[config.mk]
export PLATFORM = sky130hd
export DESIGN_NAME = cpu_io_bridge
export DESIGN_NICKNAME = d
export VERILOG_FILES = /design/src/rtl/cpu_io_pkg.sv /design/src/rtl/cpu_io_bridge_sync_fifo.sv /design/src/rtl/cpu_io_bridge.sv
export SDC_FILE = /design/constraint.sdc
export NUM_CORES = 1
export LEC_CHECK = 0
export CAP_MARGIN = 20
export CORE_MARGIN = 1
export CORE_UTILIZATION = 40
export DETAILED_ROUTE_END_ITERATION = 8
export PLACE_DENSITY = 0.69
export SYNTH_ARGS = -nofsm -noshare
export SYNTH_HDL_FRONTEND = slang
export SYNTH_SLANG_ARGS = --single-unit
[constraint.sdc]
create_clock -name clk -period 2.1 [get_ports clk]
set_input_delay 0.42 -clock clk [delete_from_list [all_inputs] [get_ports clk]]
set_output_delay 0.42 -clock clk [all_outputs]
set_load 0.01 [all_outputs]
[src/rtl/cpu_io_pkg.sv]
// Shared constants and helpers for the CPU I/O bridge.
// The four I/O registers sit in the top four byte addresses. Each register
// is named by its offset below TOP = 2^ADDR_WIDTH.
package cpu_io_pkg;

    // Register offsets below the top of the address space
    localparam int OFF_TXDATA = 4;
    localparam int OFF_RXDATA = 3;
    localparam int OFF_STATUS = 2;
    localparam int OFF_CTRL   = 1;

    // STATUS register bit positions
    localparam int ST_RX_NONEMPTY = 0;
    localparam int ST_TX_FULL     = 1;
    localparam int ST_TX_EMPTY    = 2;
    localparam int ST_RX_OVF      = 3;
    localparam int ST_TX_OVF      = 4;

    // CTRL register bit positions
    localparam int CTRL_HALT_BIT = 0;

    typedef enum logic [2:0] {
        IO_NONE,
        IO_TXDATA,
        IO_RXDATA,
        IO_STATUS,
        IO_CTRL
    } io_reg_e;

    // Maps an address to its I/O register. in_window is high when the upper
    // address bits are all ones. low holds the two least-significant address
    // bits. TOP-k has low bits equal to (4-k) mod 4.
    function automatic io_reg_e decode_io(input logic in_window, input logic [1:0] low);
        io_reg_e sel;
        sel = IO_NONE;
        if (in_window) begin
            if (low == 2'(4 - OFF_TXDATA))
                sel = IO_TXDATA;
            else if (low == 2'(4 - OFF_RXDATA))
                sel = IO_RXDATA;
            else if (low == 2'(4 - OFF_STATUS))
                sel = IO_STATUS;
            else
                sel = IO_CTRL;
        end
        return sel;
    endfunction

endpackage

[src/rtl/cpu_io_bridge_sync_fifo.sv]
// Single-clock FIFO with wrap-bit pointers. DEPTH must be a power of two and
// must be at least 2.
// A pop on an empty FIFO is ignored. A push on a full FIFO is accepted only
// when a pop happens on the same clock edge. When the FIFO is empty, dout
// reads 0.
module sync_fifo #(
    parameter int WIDTH = 8,
    parameter int DEPTH = 8
) (
    input  logic             clk,
    input  logic             reset,
    input  logic             push,
    input  logic             pop,
    input  logic [WIDTH-1:0] din,
    output logic [WIDTH-1:0] dout,
    output logic             full,
    output logic             empty
);

    localparam int AW = $clog2(DEPTH);
    localparam logic [AW:0] PTR_ONE = {{AW{1'b0}}, 1'b1};

    logic [WIDTH-1:0] mem [DEPTH];
    logic [AW:0]      wr_ptr;
    logic [AW:0]      rd_ptr;
    logic             do_push;
    logic             do_pop;

    assign empty   = (wr_ptr == rd_ptr);
    assign full    = (wr_ptr[AW] != rd_ptr[AW]) && (wr_ptr[AW-1:0] == rd_ptr[AW-1:0]);
    assign do_pop  = pop && !empty;
    assign do_push = push && (!full || do_pop);
    assign dout    = empty ? '0 : mem[rd_ptr[AW-1:0]];

    // Advance the pointers on accepted pushes and effective pops
    always_ff @(posedge clk) begin
        if (reset) begin
            wr_ptr <= '0;
            rd_ptr <= '0;
        end else begin
            if (do_push)
                wr_ptr <= wr_ptr + PTR_ONE;
            if (do_pop)
                rd_ptr <= rd_ptr + PTR_ONE;
        end
    end

    // Storage is not reset; the pointers make stale entries unreachable
    always_ff @(posedge clk) begin
        if (do_push)
            mem[wr_ptr[AW-1:0]] <= din;
    end

endmodule

[src/rtl/cpu_io_bridge.sv]
// CPU memory-port bridge. It routes CPU accesses to block RAM or to four
// I/O registers at the top of the address space:
//   TXDATA at TOP-4
//   RXDATA at TOP-3
//   STATUS at TOP-2
//   CTRL   at TOP-1
// Read data for both RAM and I/O comes back one cycle after the address.
// Optional feature macro: CPU_IO_RX_EN builds the RX FIFO, the RXDATA
// register and the rx_ovf flag. Without it, RX reads as 0 and rx_ready is
// held low.
module cpu_io_bridge
    import cpu_io_pkg::*;
#(
    parameter int ADDR_WIDTH = 9,
    parameter int FIFO_DEPTH = 8
) (
    input  logic                  clk,
    input  logic                  reset,
    input  logic [ADDR_WIDTH-1:0] mem_raddr,
    input  logic [ADDR_WIDTH-1:0] mem_waddr,
    input  logic [7:0]            mem_wdata,
    input  logic                  mem_write,
    output logic [7:0]            mem_rdata,
    output logic                  mem_ready,
    output logic [ADDR_WIDTH-1:0] ram_raddr,
    input  logic [7:0]            ram_rdata,
    output logic [ADDR_WIDTH-1:0] ram_waddr,
    output logic [7:0]            ram_wdata,
    output logic                  ram_we,
    output logic [7:0]            tx_data,
    output logic                  tx_valid,
    input  logic                  tx_ready,
    input  logic [7:0]            rx_data,
    input  logic                  rx_valid,
    output logic                  rx_ready,
    output logic                  cpu_halt
);

    io_reg_e    raddr_reg;
    io_reg_e    waddr_reg;
    logic       wr_txdata;
    logic       wr_status;
    logic       wr_ctrl;

    logic       tx_full;
    logic       tx_empty;
    logic       tx_pop;
    logic       tx_drop;
    logic       tx_ovf;

    logic       rx_empty;
    logic       rx_access;
    logic       rx_hold;
    logic       rx_ovf;
    logic [7:0] rx_head;

    logic       io_sel_q;
    logic [7:0] io_data_q;
    logic [7:0] io_rd_value;
    logic       io_rd_load;
    logic [7:0] status_value;

    assign raddr_reg = decode_io(&mem_raddr[ADDR_WIDTH-1:2], mem_raddr[1:0]);
    assign waddr_reg = decode_io(&mem_waddr[ADDR_WIDTH-1:2], mem_waddr[1:0]);

    assign wr_txdata = mem_write && (waddr_reg == IO_TXDATA);
    assign wr_status = mem_write && (waddr_reg == IO_STATUS);
    assign wr_ctrl   = mem_write && (waddr_reg == IO_CTRL);

    assign ram_raddr = mem_raddr;
    assign ram_waddr = mem_waddr;
    assign ram_wdata = mem_wdata;
    assign ram_we    = mem_write && (waddr_reg == IO_NONE);

    // TX side: the CPU pushes bytes, and the UART drains the FIFO head
    assign tx_valid = !tx_empty;
    assign tx_pop   = tx_valid && tx_ready;
    assign tx_drop  = wr_txdata && tx_full && !tx_pop;

    sync_fifo #(
        .WIDTH (8),
        .DEPTH (FIFO_DEPTH)
    ) u_tx_fifo (
        .clk   (clk),
        .reset (reset),
        .push  (wr_txdata),
        .pop   (tx_pop),
        .din   (mem_wdata),
        .dout  (tx_data),
        .full  (tx_full),
        .empty (tx_empty)
    );

`ifdef CPU_IO_RX_EN
    logic [ADDR_WIDTH-1:0] prev_raddr;
    logic                  rx_full;
    logic                  rx_drop;
    io_reg_e               prev_reg;

    assign prev_reg  = decode_io(&prev_raddr[ADDR_WIDTH-1:2], prev_raddr[1:0]);
    assign rx_access = (raddr_reg == IO_RXDATA) && (prev_reg != IO_RXDATA);
    assign rx_hold   = (raddr_reg == IO_RXDATA) && !rx_access;
    assign rx_drop   = rx_valid && rx_full && !rx_access;
    assign rx_ready  = !rx_full;

    sync_fifo #(
        .WIDTH (8),
        .DEPTH (FIFO_DEPTH)
    ) u_rx_fifo (
        .clk   (clk),
        .reset (reset),
        .push  (rx_valid),
        .pop   (rx_access),
        .din   (rx_data),
        .dout  (rx_head),
        .full  (rx_full),
        .empty (rx_empty)
    );

    // Track the last read address so a held RXDATA address pops only once, and keep the sticky RX overflow flag
    always_ff @(posedge clk) begin
        if (reset) begin
            prev_raddr <= '0;
            rx_ovf     <= 1'b0;
        end else begin
            prev_raddr <= mem_raddr;
            if (rx_drop)
                rx_ovf <= 1'b1;
            else if (wr_status && mem_wdata[ST_RX_OVF])
                rx_ovf <= 1'b0;
        end
    end
`else
    logic unused_rx;

    assign unused_rx = ^{rx_data, rx_valid};
    assign rx_access = 1'b0;
    assign rx_hold   = 1'b0;
    assign rx_empty  = 1'b1;
    assign rx_head   = 8'h00;
    assign rx_ovf    = 1'b0;
    assign rx_ready  = 1'b0;
`endif

    // Assemble the STATUS read value from live FIFO state and the sticky flags
    always_comb begin
        status_value                 = '0;
        status_value[ST_RX_NONEMPTY] = !rx_empty;
        status_value[ST_TX_FULL]     = tx_full;
        status_value[ST_TX_EMPTY]    = tx_empty;
        status_value[ST_RX_OVF]      = rx_ovf;
        status_value[ST_TX_OVF]      = tx_ovf;
    end

    // Select the I/O read value; a held RXDATA address keeps the byte captured on the first access
    always_comb begin
        io_rd_value = '0;
        io_rd_load  = 1'b1;
        case (raddr_reg)
            IO_RXDATA: begin
                io_rd_value = rx_access ? rx_head : 8'h00;
                io_rd_load  = !rx_hold;
            end
            IO_STATUS: io_rd_value = status_value;
            IO_CTRL:   io_rd_value[CTRL_HALT_BIT] = cpu_halt;
            default:   io_rd_value = '0;
        endcase
    end

    // Register the read path, the TX overflow flag, the halt bit and the ready flag
    always_ff @(posedge clk) begin
        if (reset) begin
            mem_ready <= 1'b0;
            io_sel_q  <= 1'b0;
            io_data_q <= '0;
            tx_ovf    <= 1'b0;
            cpu_halt  <= 1'b0;
        end else begin
            mem_ready <= 1'b1;
            io_sel_q  <= (raddr_reg != IO_NONE);
            if (io_rd_load)
                io_data_q <= io_rd_value;
            if (tx_drop)
                tx_ovf <= 1'b1;
            else if (wr_status && mem_wdata[ST_TX_OVF])
                tx_ovf <= 1'b0;
            if (wr_ctrl && mem_wdata[CTRL_HALT_BIT])
                cpu_halt <= 1'b1;
        end
    end

    // An access in flight across reset reads back 0 until the bridge is ready again
    assign mem_rdata = !mem_ready ? 8'h00 : (io_sel_q ? io_data_q : ram_rdata);

endmodule

==> results.sh <==
export IMPL_rows=35
export IMPL_async_flop_share_pct=0
export IMPL_yosysWarnings=0
export IMPL_syn_inst=262
export IMPL_antenna_left=0
export IMPL_clockBufferDepth=2
export IMPL_relSlewSlack_pct=59.6
export IMPL_routed_via_density=4.82
export IMPL_grt_pass1_wl_um=12500
export IMPL_die_height_um=101
export IMPL_end_kind="primary output"
export IMPL_setup_viol=8
export IMPL_placed_area_mm2=0.00500
export IMPL_stdcell_area_mm2=0.00540
export IMPL_holdWs_ns=0.471
export IMPL_synthDominantCellAreaShare_pct=49.5
export IMPL_post_dp_hpwl_um=5530
export IMPL_root_buffer="clkbuf_8"
export IMPL_grt_use_total_pct=16.9
export IMPL_tritoncts="done"
export IMPL_die_area_mm2=0.0101
export IMPL_wirelength_um=7840
export IMPL_reg2reg_slack_ns=0.10
export IMPL_grt_pass1_vias=2457
export IMPL_finalSetupTns_ns=-0.904
export IMPL_fin_crit_ns=2.24
export IMPL_power_leakage_uw=0.00199
export IMPL_nets=435
export IMPL_final_util_pct=57.9
export IMPL_start_util_pct=41.6
export IMPL_power_switching_uw=657
export IMPL_ios=94
export IMPL_synth_largest_area_cell="edfxtp_1"
export IMPL_core_mm2=0.00933
export IMPL_final_cells=514
export IMPL_critPathSlowestCell="mux4_2"
export IMPL_combinationalPowerShare_pct=9.3
export IMPL_peakVddDrop_mv=0.309
export IMPL_p_seq_share_pct=58.6
export IMPL_crit_chain="buf_12 > buf_4 > mux4_2 > mux2i_1 > nor2_1 > buf_2"
export IMPL_final_common_cell="clkdlybuf4s50_1"
export IMPL_cts_clk_slew_worst_paths_ns=0.08
export IMPL_ys_types=46
export IMPL_ys_top_cells_by_area="edfxtp_1 50%, dfxtp_1 9.8%, mux4_2 9.3%"
export IMPL_hold_class="reg2reg"
export IMPL_setup_slack_ns=-0.137
export IMPL_tightest_slew_ns=0.599
export IMPL_clock_skew_ns=0.0101
export IMPL_wl_per_cell_um=15.3
export IMPL_outcome="complete, but fails checks"
export IMPL_cp_arrival_ns=1.82
export IMPL_drive_gt1_share_pct=34.5
export IMPL_hold_path_depth=2
export IMPL_filler_cell_count=751
export IMPL_netlist_area_mm2=0.00388
export IMPL_h_tree_depth=3
export IMPL_ys_seq_area_share_pct=59.3
export IMPL_first_pass_iters=4
export IMPL_grt_max_degree=17
export IMPL_startpoint_type="flip-flop"
export IMPL_violations="negative setup slack"
export IMPL_reg2reg_from="u_tx_fifo.rd_ptr[0]$_SDFFE_PP0N_"
export IMPL_gp_congestion=0.723
export IMPL_area_delta_synth_final_pct=39.0
export IMPL_rsz0062_at_grt="true"
export IMPL_finalHoldViolCount=0
export IMPL_drcViolationCount=0
export IMPL_via_count=2480
export IMPL_antenna_found_initial=0
export IMPL_synth_edf_count=64
export IMPL_pwr_share_clk_pct=32.2
export IMPL_r2r_cells=7
export IMPL_holdPathEnd="io_data_q[4]$_SDFF_PP0_"
export IMPL_grt_remaining_overflow=0
export IMPL_hp_start="tx_ovf$_SDFFE_PP0P_"
export IMPL_multi_input_area_mm2=0.00136
export IMPL_port_buffers=83
export IMPL_worstSkewPairLatency_ns=0.34
export IMPL_post_synth_cell_area_avg_um2=14.8
export IMPL_crit_type="reg2out"
export IMPL_seq_area_mm2=0.00231
export IMPL_p_sw_share_pct=21.8
export IMPL_synth_nets=317
export IMPL_slew_violations=0
export IMPL_worstPathMaxFanout=7
export IMPL_power_internal_uw=2350
export IMPL_drtIter0Drc=93
export IMPL_num_antenna_cells=0
export IMPL_max_cap_violations=0
export IMPL_die_w_um=101
export IMPL_cp_required_ns=1.68
export IMPL_synth_top_flop_cell="edfxtp_1"
export IMPL_worstReg2RegEnd="u_tx_fifo.mem[1][5]$_DFFE_PP_"
export IMPL_mostFrequentLayoutCells="67 x clkdlybuf4s50_1, 64 x edfxtp_1, 49 x buf_4, 21 x nor2_1, 16 x mux4_2"
export IMPL_dp_cells=482
export IMPL_synth_seq_cells=83
export IMPL_cts_sinks=83
export IMPL_cts_inserted_buffers=9
export IMPL_p_per_area_mw_per_mm2=558
export IMPL_fmax_ghz=0.447
export IMPL_fin_crit_sh_pct=107
export IMPL_critPathMaxStageDelay_ns=0.48
-- cells by family after synthesis --
| kind of cell | synth area share, % |
|---|---|
| adders and majority gates | 2.58 |
| muxes | 13.8 |
| xor gates and xnor gates | 1.74 |
| other | 0.0966 |
| and+or+nand+nor | 10.7 |
| buffers and inverters | 7.64 |
| DFF | 59.3 |
| AOI/OAI and AO/OA | 4.22 |
-- worst max-delay path by stage --
stage                                          endpoint  slack, ns  cells past startpoint          from
after global routing                         tx_data[1]      -0.21                      6     flip-flop
after global placement    u_tx_fifo.mem[3][3]$_DFFE_PP_      -0.56                      7  mem_waddr[0]
after floorplan           u_tx_fifo.mem[5][0]$_DFFE_PP_     -0.002                      6  mem_waddr[0]
after detailed placement  u_tx_fifo.mem[3][7]$_DFFE_PP_      -0.62                      7  mem_waddr[0]
final                                        tx_data[3]      -0.14                      6     flip-flop
after CTS                                    tx_data[1]      -0.18                      6     flip-flop
-- per-stage QoR --
stage          total power, uW  setup WS (ns)
2_1_floorplan             1910       -0.00229
3_3_place_gp              2070         -0.558
3_5_place_dp              2070         -0.623
4_1_cts                   3050         -0.181
5_1_grt                   3120         -0.206
6_report                  3010         -0.137
-- registers in the layout, indices dropped and copies added (netlist names), named ones only --
register,cells
cpu_halt,1
io_data_q,4
io_sel_q,1
mem_ready,1
tx_ovf,1
u_tx_fifo.mem,64
u_tx_fifo.rd_ptr,4
u_tx_fifo.wr_ptr,4
-- per-layer routing --
layer	share of wire (%)	global-route usage [%]	wire length, um	vias to the layer above
met5	0	0	0	-
met4	1.9	8.36	147	0
met3	3.7	2.91	288	13
met2	52	28.9	4060	68
met1	43	20.6	3350	1205
li1	-	-	-	1194
-- what timing repair did --
action	4_1_cts	5_1_grt
gates cloned	1	0
hold buffers	0	0
gates resized for setup	56	25
pin swaps	4	5
endpoints found under the setup margin	82	42
buffers inserted	11	4
-- layout make-up --
class                   instances  share of cell area [%]
multi-input cells             130                    25.2
clock buffers                   9                    2.30
clock inverters                 7                   0.788
well taps                     129                    2.99
inverters                      12                   0.881
repair buffers                144                    24.9
flip-flops and latches         83                    42.9
-- power groups by stage --
stage	Sequential [uW]	Combinational, uW	Clock, uW
after global placement	1800	268	0
after floorplan	1800	105	0
after global routing	1760	300	1060
after detailed placement	1800	272	0
after CTS	1760	278	1000
final	1760	279	968
-- worst max-delay path: cells and delay by family, from the launching register on --
kind | cells | cell delay [ns]
flip-flops | 1 | 0.40
buffers and inverters | 3 | 0.39
AND/OR/NAND/NOR | 1 | 0.05
multiplexers | 2 | 0.63
-- Yosys cell counts (all sizes together) (5+ instances only) --
cell,number
edfxtp,64
buf,31
inv,12
dfxtp,19
clkbuf,6
xor2,5
mux2i,14
mux4,16
ha,8
nor2b,8
nor2,23
Power figures use the tool's default switching activity.
